--- src/rtl/alu_serial.sv ---
// alu_serial: bit-serial ALU that evaluates one 1-bit ALU slice per clock, LSB first.
// Its result, zero, cout and overflow match the parallel ripple ALU built from the same slices.
module alu_serial #(
    parameter int WIDTH = 32
) (
    input  logic             clk,
    input  logic             rst_n,
    input  logic             start,
    input  logic [3:0]       ctrl,
    input  logic [WIDTH-1:0] src1,
    input  logic [WIDTH-1:0] src2,
    output logic             busy,
    output logic             done,
    output logic [WIDTH-1:0] result,
    output logic             zero,
    output logic             cout,
    output logic             overflow
);
    localparam int CW = $clog2(WIDTH);
    localparam logic [CW-1:0] LAST = CW'(WIDTH - 1);

    localparam logic [1:0] S_IDLE = 2'd0;
    localparam logic [1:0] S_RUN  = 2'd1;
    localparam logic [1:0] S_DONE = 2'd2;

    logic [1:0]       state;
    logic [CW-1:0]    cnt;
    logic             carry;
    logic [3:0]       ctrl_r;
    logic [WIDTH-1:0] a_sh;
    logic [WIDTH-1:0] b_sh;
    logic [WIDTH-1:0] res_sh;

    logic             accept;
    logic             a1;
    logic             b1;
    logic             sum;
    logic             carry_next;
    logic             res_bit;
    logic             logic_op;
    logic [WIDTH-1:0] res_next;
    logic [WIDTH-1:0] res_final;

    // SLT shifts in zeros; its single meaningful bit is patched in on the last cycle.
    function automatic logic slice_bit(input logic [1:0] op, input logic a, input logic b,
                                       input logic s);
        case (op)
            2'b00:   return a & b;
            2'b01:   return a | b;
            2'b10:   return s;
            default: return 1'b0;
        endcase
    endfunction

    always_comb begin
        accept     = start && (state == S_IDLE || state == S_DONE);
        a1         = a_sh[0] ^ ctrl_r[3];
        b1         = b_sh[0] ^ ctrl_r[2];
        sum        = a1 ^ b1 ^ carry;
        carry_next = (a1 & b1) | (a1 & carry) | (b1 & carry);
        res_bit    = slice_bit(ctrl_r[1:0], a1, b1, sum);
        logic_op   = (ctrl_r[1] == 1'b0);
        res_next   = {res_bit, res_sh[WIDTH-1:1]};
        res_final  = res_next;
        if (ctrl_r[1:0] == 2'b11) begin
            res_final[0] = sum;
        end
    end

    assign busy = (state == S_RUN);
    assign done = (state == S_DONE);

    always_ff @(posedge clk) begin
        if (!rst_n) begin
            state    <= S_IDLE;
            cnt      <= '0;
            carry    <= 1'b0;
            result   <= '0;
            zero     <= 1'b1;
            cout     <= 1'b0;
            overflow <= 1'b0;
        end else if (accept) begin
            state <= S_RUN;
            cnt   <= '0;
            carry <= ctrl[2];
        end else if (state == S_RUN) begin
            carry <= carry_next;
            cnt   <= cnt + CW'(1);
            if (cnt == LAST) begin
                state    <= S_DONE;
                result   <= res_final;
                zero     <= (res_final == '0);
                cout     <= logic_op ? 1'b0 : carry_next;
                overflow <= logic_op ? 1'b0 : (carry ^ carry_next);
            end
        end else if (state == S_DONE) begin
            state <= S_IDLE;
        end
    end

    // Operand and partial-result shifters carry no reset; state gates their use.
    always_ff @(posedge clk) begin
        if (accept) begin
            a_sh   <= src1;
            b_sh   <= src2;
            ctrl_r <= ctrl;
            res_sh <= '0;
        end else if (state == S_RUN) begin
            a_sh   <= a_sh >> 1;
            b_sh   <= b_sh >> 1;
            res_sh <= res_next;
        end
    end

endmodule
--- config.mk ---
export PLATFORM = sky130hd
export DESIGN_NAME = alu_serial
export DESIGN_NICKNAME = d
export VERILOG_FILES = /design/src/rtl/alu_serial.sv
export SDC_FILE = /design/constraint.sdc
export NUM_CORES = 1
export LEC_CHECK = 0
export CAP_MARGIN = 20
export CORE_MARGIN = 3
export CORE_UTILIZATION = 40
export DETAILED_ROUTE_END_ITERATION = 10
export GPL_TIMING_DRIVEN = 0
export PLACE_DENSITY = 0.63
export SLEW_MARGIN = 5
export SYNTH_ARGS = -nofsm -noshare
export SYNTH_HDL_FRONTEND = slang
export SYNTH_SLANG_ARGS = --single-unit
export TNS_END_PERCENT = 5
--- constraint.sdc ---
create_clock -name clk -period 4.3 [get_ports clk]
set_clock_uncertainty 0.15 [all_clocks]
set_input_delay 0.645 -clock clk [delete_from_list [all_inputs] [get_ports clk]]
set_output_delay 0.645 -clock clk [all_outputs]
set_load 0.02 [all_outputs]
Word-level counts from Yosys, hierarchy flattened --
Cells that the tools add are included. W data, S select, Z words.
Word-level totals: output and inout bits 37, bits in writable memories 0, memories 0, bits in read-only memories 0, latch bits 0, input port bits 71, logic and storage cells 60, register bits 143
Operators by class: magnitude comparators 0, div/mod/pow operators 0, reductions and logical operators 12, add/sub/neg operators 1, multipliers 0, mux-type cells 14, bitwise gates (word level) 13, eq/ne operators 8, shifts and indexed selects 0
Operator list (count):
- $mux W32 | 4
- $logic_not A32 Y1 | 1
- $eq A2 B2 Y1 const B | 3
- $mux W1 | 6
- $mux W2 | 3
- $add A5 B1 Y5 const B | 1
- $eq A5 B5 Y1 const B | 1
- $xor A1 B1 Y1 | 5
- $eq A2 B1 Y1 const B | 2
- $logic_not A2 Y1 | 2
- $reduce_and A2 Y1 | 2
- $reduce_bool A2 Y1 | 2
- $and A1 B1 Y1 | 3
- $ne A3 B1 Y1 const B | 1
- $or A1 B1 Y1 | 3
- $pmux W1 S3 | 1
- $reduce_and A3 Y1 | 1
- $reduce_bool A3 Y1 | 1
- $ne A2 B1 Y1 const B | 1
- $not A1 Y1 | 2
- $reduce_or A2 Y1 | 1
- $logic_and A1 B1 Y1 | 1
- $logic_or A1 B1 Y1 | 1

Depth between registers and ports, before layout --
word-level depth 6, gate-level depth with buffers 8, mapped depth without buffers 7

Least setup slack after synthesis --
Ideal clock, no wire load.
kind flip-flop to flip-flop, start reg state[0], end reg a_sh[0], enable pin, clock period less this slack 3.215 ns, setup slack 1.085 ns, stages on the path, launching flop included 7, buffers on the path 2, setup time 0.693 ns, data required time 3.457 ns, arrival time 2.372 ns, cells stage by stage dfxtp_1 -> inv_1 -> ha_1 -> o21ai_1 -> buf_2 -> buf_2 -> nand2_1
Between the ends: longest elaborated chain between the ends 4, elaborated cells on any way between the ends 6, classes of those cells eq/ne: 2; reduce/logical: 4
Ends and longest elaborated chain:
- from (decl) | line 26 | logic [1:0] state;
- from (signal assigned) | line 75 | state <= S_IDLE;
- from (signal assigned) | line 83 | state <= S_RUN;
- from (signal assigned) | line 90 | state <= S_DONE;
- $eq A2 B2 Y1
- named net done | line 13 | output logic done,
- $logic_or A1 B1 Y1 | line 56 | accept = start && (state == S_IDLE || state == S_DONE);
- $logic_and A1 B1 Y1 | line 56
- $reduce_bool A2 Y1 (no line)
- to (signal assigned) | line 104 | a_sh <= src1;
- to (signal assigned) | line 109 | a_sh <= a_sh >> 1;
- to (decl) | line 30 | logic [WIDTH-1:0] a_sh;
The timed path passes the listed nets, and every way through them passes these cells. A chain may end at the register's enable or synchronous reset.

Worst setup path in the final report --
start reg state[0], end reg a_sh[5], enable pin
Between the ends: longest elaborated chain between the ends 4, elaborated cells on any way between the ends 6, classes of those cells eq/ne: 2; reduce/logical: 4
Ends and longest elaborated chain (line):
- $eq A2 B2 Y1 or $logic_not A2 Y1 (tied branches) | 56
- $logic_or A1 B1 Y1 | 56
- $logic_and A1 B1 Y1 | 56
- $reduce_bool A2 Y1 (no line) *
Every way passes the cells marked *; elsewhere a longest branch is shown, timed or not.

==> results.py <==
metrics = {
    "place": {
        "portBuffers": 106,
        "placed_cell_area_um2": 7060,
        "dp_hpwl_mm": 8.90,
        "dp_slack_ns": 1.37,
        "placed_cells": 876,
        "routabilityCongestion": 0.774,
    },
    "run_status": {
        "status": "completed",
    },
    "cells_and_area": {
        "design_area_um2": 7700,
        "fin_nets": 794,
        "drive_gt1_share_pct": 7.28,
        "diodes": 0,
        "finalNonFillerCells": 908,
        "area_delta_synth_final_pct": 33.4,
    },
    "clock_tree": {
        "post_cts_buffers": 0,
        "worstSkewPairLatency_ns": 0.42,
        "htreeDepth": 4,
        "cts_tree": "done",
        "clockBufferDepth": 2,
        "cts_sinks": 142,
        "holdBufCountCts": 0,
        "clk_pin_slew_ns": 0.06,
        "cts-resized-gates": 0,
        "cts_root_buf": "clkbuf_16",
        "cts_buffers": 17,
    },
    "routing": {
        "route.detailed.drc": 0,
        "vias": 4272,
        "dr.first_iter.drc_count": 183,
        "routed_wl_mm": 12.3,
        "drtPass1Iterations": 5,
        "vias_per_cell": 4.70,
        "post_drt_wl_per_cell_um": 13.6,
        "antenna_left": 0,
    },
    "critical_path": {
        "start_kind": "flop",
        "cp-end-kind": "flop",
        "critical_path_class": "reg2reg",
        "critical_path.top_delay_family": "buffers and inverters",
        "cp.required_ns": 4.13,
        "crit_top_cell": "buf_2",
        "path_cells": "inv_1, ha_1, o21ai_1, buf_2, buf_2, nand2_4",
        "path_buf_inv": 3,
        "path_max_fanout": 64,
        "critPathSlowestCell": "nand2_4",
        "slowest_delay_ns": 0.46,
        "worstPathArrival_ns": 2.36,
    },
    "global_route": {
        "grt_remaining_overflow": 0,
        "antenna_found_initial": 0,
        "grt_max_degree": 65,
        "globalRouteTotalUtil_pct": 16.1,
        "grt_pass1_vias": 4298,
        "grt_pass1_wl_mm": 20.4,
    },
    "sta": {
        "worst_hold_slack_ns": 0.301,
        "worst_slack_ns": 1.77,
        "hold_violations": 0,
        "fin_crit_sh_pct": 58.8,
        "tns_ns": 0,
        "finalSetupViolCount": 0,
        "max_freq_ghz": 0.395,
        "rsz0062_at_grt": "false",
        "worstMarginPinSlew_ns": 0.838,
        "post-route-min-period_ns": 2.53,
        "final_max_slew_viol_count": 0,
        "max_slew_margin_pct": 44.1,
    },
    "die": {
        "die_y_um": 126,
        "ios": 108,
        "core-area_um2": 14000,
        "rows": 43,
        "die-area_um2": 15900,
        "initial_core_util_pct": 41.3,
        "die_w_um": 126,
    },
    "power_and_ir_drop": {
        "power_density_nw_per_um2": 449,
        "peakVddDrop_mv": 0.334,
        "leakage_uw": 0.00309,
    },
    "hold_path": {
        "hold_class": "reg2reg",
    },
    "synthesis": {
        "avgSynthCellArea_um2": 9.78,
        "synth_warnings": 0,
        "synth_seq_area_share_pct": 61.1,
        "synth_nets": 669,
        "syn_inst": 590,
        "ys_seq_elements": 142,
        "netlist_area_um2": 5770,
        "ys_types": 36,
    },
    "flow_run": {
        "max_cap_viol_count": 0,
    },
}
==> final timing paths <==
path | to | from | cells after the start | slack, ns
setup reg to reg | a_sh[5] | state[0] | 6 | 1.77
hold reg to reg | result[9] | result[9] | 2 | 0.30
hold / removal | result[9] | result[9] | 2 | 0.30
setup / recovery | a_sh[5] | state[0] | 6 | 1.77
==> per-stage QoR <==
step | util [%] | power (µW)
4_1_cts | 55.0 | 3500
2_1_floorplan | - | 1840
5_1_grt | 55.0 | 3600
3_5_place_dp | 50.5 | 1980
3_3_place_gp | 50.4 | 1970
6_report | 55.0 | 3460
==> layout make-up <==
cell class,instances,area (µm²)
plain buffers,33,146
fillers,1289,6290
repair buffers,106,1060
flip-flops and latches,142,3520
clock inverters,2,37.5
inverters,7,26.3
well taps,180,225
clock buffers,30,596
multi-input cells,408,2080
==> worst reg2reg max path, cell delays in order, from the launching register on <==
cell and delay, ns:
dfxtp_1 0.33, inv_1 0.07, ha_1 0.23, o21ai_1 0.24, buf_2 0.29, buf_2 0.27
nand2_4 0.46
==> cells in the final DEF (no fill, tap or decap), types with 10 or more instances in the layout <==
| cell | Yosys | final |
|---|---|---|
| dfxtp_1 | 74 | 74 |
| edfxtp_1 | 68 | 68 |
| a21boi_1 | 34 | 34 |
| nor2_1 | 36 | 36 |
| nand2_1 | 256 | 255 |
| clkdlybuf4s50_1 | 0 | 106 |
| clkbuf_16 | 0 | 18 |
| clkbuf_1 | 12 | 14 |
| mux2i_1 | 32 | 32 |
| clkbuf_8 | 0 | 10 |
| buf_2 | 18 | 18 |
==> cells by family after synthesis <==
logic type      Yosys count  share of synthesized area (%)
compound gates           47                           5.90
xor+xnor                  6                          0.911
fa+ha+maj                 8                           1.86
buf+inv                  40                           2.99
flops                   142                           61.1
mux                      32                           5.55
simple gates            315                           21.7
==> registers in the layout (all words and copies together) (netlist names) <==
register and flops:
overflow 1, cout 1, b_sh 32, a_sh 32, cnt 5, state 2
ctrl_r 4, zero 1, res_sh 31, result 32, carry 1
==> synthesized netlist by cell type (all sizes together) <==
| cell | number | area [µm²] |
|---|---|---|
| nor2 | 36 | 135 |
| buf | 21 | 101 |
| and2 | 4 | 25.0 |
| dfxtp | 74 | 1480 |
| nand4 | 2 | 12.5 |
| or4 | 1 | 11.3 |
| o21ai | 4 | 20.0 |
| a221oi | 1 | 8.76 |
| fa | 1 | 20.0 |
| xnor2 | 4 | 35.0 |
| xor2 | 2 | 17.5 |
| and3 | 1 | 6.26 |
| a21boi | 34 | 255 |
| o211ai | 1 | 7.51 |
| nand2 | 257 | 967 |
| nand2b | 1 | 6.26 |
| mux2i | 32 | 320 |
| and4 | 1 | 8.76 |
| nor2b | 3 | 18.8 |
| o211a | 1 | 10.0 |
| ha | 7 | 87.6 |
| o31ai | 1 | 7.51 |
| inv | 7 | 26.3 |
| nand3b | 1 | 7.51 |
| clkbuf | 12 | 45.0 |
| nor4 | 7 | 50.1 |
| a31o | 1 | 8.76 |
| nand3 | 1 | 5.00 |
| a211oi | 1 | 7.51 |
| a21oi | 3 | 15.0 |
| edfxtp | 68 | 2040 |
==> where the power goes <==
group | switching (µW) | internal (µW)
clock | 525 | 987
sequential | 35.0 | 1560
combinational | 197 | 150
==> metal layers <==
metal	vias up	share of wire (%)	track usage [%]
met3	20	6.2	4.92
li1	2191	-	-
met5	-	0	0
met4	0	2.0	6.62
met2	114	45	25.2
met1	1947	47	20.8
No activity file was read; power rests on OpenSTA's default activity.
==> edit 1, RTL diff (config.mk and constraints unchanged) <==
Set the parameter `WIDTH` to 64 (it was 32).
--- a/src/rtl/alu_serial.sv
+++ b/src/rtl/alu_serial.sv
@@ -2,5 +2,5 @@
 // Its result, zero, cout and overflow match the parallel ripple ALU built from the same slices.
 module alu_serial #(
-    parameter int WIDTH = 32
+    parameter int WIDTH = 64
 ) (
     input  logic             clk,
Interface: changed (resized result, src1 and src2); port bits go from 108 to 204. The function was not compared with the original's and may differ.
==> edit 1 against the original RTL <==
Combinational power grew 89%. Cell area rose by 86%. Routed wire length up 120%. Synthesized cell count increased by 90%. Sequential cell count rose by 129. Maximum frequency is 21% lower. Setup slack worse by 670 ps. Global-route usage rose by 1.8 points. Hold slack is essentially flat. Total power is 78% higher. Cell count grew 89%. Area after synthesis up 89%. Critical endpoint is now b_sh[56]. Largest cell class unchanged.
==> edit 1: results (changes against the original RTL) <==
metric,value,unit,change
final HPWL from detailed placement,18900,um,+110%
Register Area,6750,um2,+91%
layout cells sized above 1,5.01,%,-2.3 points
CP startpoint,state[1],,
met3 usage,3.47,%,-1.5 points
Post-Synth XOR/XNOR Area,0.563,%,-0.35 points
Worst IR Drop VDD,0.000275,V,-18%
post-place instance area,13400,um2,+89%
worst skew pair latency,540,ps,+120 ps
Worst Path Arrival,3260,ps,+900 ps
critical path peak fanout,57,,-11%
Post-Synth Adder-Cell Area,0.874,%,-0.99 points
post-synthesis sequential area ratio,62.0,%,+0.93 points
Max Root-Sink Buffers,3,,+1
R2R cell count,7,,+1
vias per inst,4.77,,+1.3%
most frequent cells after synthesis,"nand2_1 (512), dfxtp_1 (139), edfxtp_1 (132)",,
Nets,1498,,+89%
global-route wire length before repair,42000,um,+110%
launch point of the worst hold path,result[56],,
multiplexer area fraction after synthesis,5.79,%,+0.24 points
largest net degree at the start of global routing,58,,-11%
leak pwr,5.65,nW,+83%
syn nets,1262,,+89%
measured slew at the worst slew-check pin,748,ps,-89.7 ps
Synth cell types,38,,+5.6%
Largest regs,"a_sh (64), b_sh (64), result (64)",,
"EDFF count, synth",132,,+94%
IO buf count,202,,+91%
Pre-antenna DRT Iters,6,,+1
WS Path Type,flip-flop to flip-flop,,
initial DRC count,581,,+220%
WHS Endpoint,result[56],,
Fillers,2380,,+85%
met2 usage,27.5,%,+2.3 points
Startpoint Class,flip-flop,,
Routed WL per cell,15.8,um,+16%
outcome,"finished, final reports clean",,
gr usage total,17.9,%,+1.8 points
reg-to-reg setup timing slack,1100,ps,-670 ps
gp weighted congestion,0.770,,-0.49%
vias in the first global route,7797,,+81%
RR Endpoint,b_sh[56],,
GR Layer Usage met1,26.0,%,+5.3 points
H-tree depth,1,,-3
Compound-Gate Fraction of Synth Area,5.77,%,-0.13 points
Synth area leaders,"edfxtp_1 (36%), dfxtp_1 (26%), nand2_1 (18%)",,
## edit 1: cell count changes after synthesis, sizes merged, moves of 31 or more
| cell | unedited run | this run |
|---|---|---|
| mux2i | 32 | 63 |
| a21boi | 34 | 67 |
| clkbuf | 12 | 49 |
| nand2 | 257 | 512 |
| nor2 | 36 | 70 |
| edfxtp | 68 | 132 |
| dfxtp | 74 | 139 |
## edit 1: power breakdown
| group | total, mW | switching (mW) | internal [mW] |
|---|---|---|---|
| registers | 3.05 | 0.0581 | 2.99 |
| clock network | 2.46 | 1.00 | 1.45 |
| logic | 0.656 | 0.376 | 0.280 |
## edit 1: critical path, cell delays in order, from the launching register on
cell	delay (ps)
dfxtp_1	310
inv_1	100
ha_1	280
clkbuf_1	470
buf_2	380
nand2b_4	520
buf_12	290
buf_16	310
## edit 1: layer usage
metal  vias to the layer above  part of all wire (%)
li1                       4157                     -
met5                         -                     0
met3                        42                   6.5
met1                      3769                    48
met2                       195                    43
met4                         0                   2.4
## edit 1: through the flow
stage	power [mW]	setup WS (ps)	hold slack, ps	instances
2_1_floorplan	3.49	781	306	1120
3_3_place_gp	3.75	-384	294	1657
3_5_place_dp	3.77	1040	297	1659
4_1_cts	6.23	1030	303	1712
5_1_grt	6.44	836	317	1712
6_report	6.16	1100	301	1713
## edit 1: cell type report
cell class | count | area share, %
Tap cell | 335 | 2.92
Antenna cell | 1 | 0.0175
Sequential cell | 271 | 47.1
Multi-Input combinational cell | 777 | 26.9
Clock buffer | 40 | 5.74
Clock inverter | 13 | 0.899
Inverter | 7 | 0.183
Timing Repair Buffer | 204 | 14.4
Buffer | 65 | 1.83
==> edit 2, RTL diff (config.mk and constraints unchanged) <==
Made on the original files. Make the reset (`rst_n`) asynchronous in one clocked block.
--- a/src/rtl/alu_serial.sv
+++ b/src/rtl/alu_serial.sv
@@ -71,5 +71,5 @@
     assign done = (state == S_DONE);
 
-    always_ff @(posedge clk) begin
+    always_ff @(posedge clk or negedge rst_n) begin
         if (!rst_n) begin
             state    <= S_IDLE;
Function: differs if rst_n is asserted again (counterexample within 4 cycles, from zero or initial values and one cycle with rst_n low); with rst_n held inactive, the same outputs for 10 cycles.
==> edit 2 against the original RTL <==
Area after synthesis increased by 0.78%. Hold slack better by 19 ps. Setup slack got worse by 210 ps. Sequential cell count unchanged. Cell area hardly changed. Routed wire length is 3.3% lower. Core utilization decreased by 0.19 points. Largest cell class unchanged.
Power is not compared: it rests on default switching activity, and its combinational part moved more than twofold at a synthesized area within 25%.
==> edit 2: results (changes against the original RTL) <==
metric,value,unit,change
outcome,"finished, final reports clean",,
Synth area leaders,"edfxtp_1 (35%), dfrtp_1 (18%), nand2_1 (13%)",,
post-synthesis sequential area ratio,64.3,%,+3.2 points
most frequent cells after synthesis,"nand2_1 (196), edfxtp_1 (68), dfrtp_1 (42)",,
met3 usage,4.97,%,+0.049 points
cell family with most CP delay,buffers and inverters,,
IO buf count,107,,+0.94%
# resized after CTS,0,,unchanged
max incr delay on CP,730,ps,+270 ps
Clock transition at path regs,50,ps,
initial DRC count,181,,-1.1%
antenna violations before repair,0,,unchanged
vias per inst,4.72,,+0.38%
global-route wire length before repair,19600,um,-3.5%
syn nets,599,,-10%
reg-to-reg setup timing slack,1560,ps,-210 ps
Post-Synth Adder-Cell Area,1.85,%,-0.014 points
WHS Endpoint,zero,,
cts bufs inserted,17,,unchanged
"EDFF count, synth",68,,unchanged
GR Layer Usage met1,19.8,%,-0.95 points
Rel. slew slack,43.2,%,-0.96 points
critical path peak fanout,64,,unchanged
ys flop type,edfxtp_1,,
Nets,727,,-8.4%
reg2reg start,state[1],,
met2 usage,25.1,%,-0.10 points
gr usage total,15.5,%,-0.54 points
H-tree depth,4,,unchanged
Largest regs,"a_sh (32), b_sh (32), result (32)",,
Diodes inserted,0,,unchanged
final HPWL from detailed placement,8510,um,-4.4%
Post-Synth XOR/XNOR Area,0.904,%,-0.0071 points
drt total wl,11900,um,-3.3%
async set-reset flop share out of synthesis,30.3,%,+30 points
Compound-Gate Fraction of Synth Area,1.64,%,-4.3 points
hold depth,2,,unchanged
launch point of the worst hold path,zero,,
slowest CP cell,nand2b_4,,
vias in the first global route,4078,,-5.1%
root buffer cell,clkbuf_16,,
multiplexer area fraction after synthesis,11.5,%,+6.0 points
Synth cell types,34,,-5.6%
Worst Path Arrival,2630,ps,+270 ps
Worst IR Drop VDD,0.000348,V,
layout cells sized above 1,12.1,%,+4.8 points
Max Root-Sink Buffers,2,,unchanged
Pre-antenna DRT Iters,4,,-1
RR Endpoint,a_sh[22],,
gp weighted congestion,0.768,,-0.67%
## edit 2: changes by cell type in the layout (fill, tap and decap cells not counted), sizes merged, moves of 2 or more
cell,unedited run,this run
mux2,0,31
buf,21,16
a21boi,34,0
dfrtp,0,42
dfxtp,74,31
nand2,257,196
and2,4,2
nand2b,1,3
o21ai,4,9
clkbuf,42,30
nor2,36,38
clkinv,0,10
## edit 2: layer usage
| metal | vias up | share of wire, % |
|---|---|---|
| li1 | 1989 | - |
| met1 | 1894 | 46 |
| met2 | 80 | 49 |
| met3 | 9 | 4.5 |
| met4 | 0 | 0.87 |
| met5 | - | 0 |
## edit 2: cells by family after synthesis
group / after synthesis
muxes: 63
buffers and inverters: 32
xor gates and xnor gates: 6
and+or+nand+nor: 253
adders and majority gates: 8
AOI/OAI and AO/OA: 16
DFF: 142
## edit 2: what timing repair did
item | CTS | global route
hold buffers | 1 | 0
endpoints found under the hold margin | 9 | 0
buffers inserted | 0 | 0
## edit 2: power groups by stage
stage	logic, mW	clock network (mW)	registers (mW)
after floorplan	0.807	0	2.11
after global placement	1.09	0	2.15
after detailed placement	1.14	0	2.14
after CTS	1.15	1.41	2.12
after global routing	1.28	1.46	2.16
final	1.12	1.37	2.11
## edit 2: worst max path at each step
stage                  start       end  slack, ps  cells past startpoint
global route        state[1]  a_sh[23]       1410                      6
CTS                 state[1]  a_sh[27]       1560                      6
detailed placement  state[1]  a_sh[12]       1560                      6
global placement    state[1]  a_sh[12]        150                      6
finish              state[1]  a_sh[22]       1560                      6
floorplan           state[1]   a_sh[0]        770                      6
## edit 2: area by class of cell
| class | count | area (um2) |
|---|---|---|
| inverters | 6 | 22.5 |
| clock inverters | 14 | 126 |
| well taps | 180 | 225 |
| multi-input cells | 346 | 1940 |
| clock buffers | 18 | 429 |
| repair buffers | 109 | 1100 |
| plain buffers | 26 | 118 |
| fillers | 1245 | 6340 |
| flip-flops and latches | 142 | 3740 |
## edit 2: per-stage QoR
step,cells,hold WS (ps),instance area (um2),setup slack [ps]
2_1_floorplan,520,199,5820,766
4_1_cts,841,327,7700,1560
5_1_grt,841,349,7700,1410
3_5_place_dp,808,319,7130,1560
3_3_place_gp,807,315,7110,146
6_report,841,320,7700,1560
## edit 2: worst min-delay path: stages (launching register included)
cell	delay, ps
dfstp_2	370
nand2_1	50
o21ai_1	50
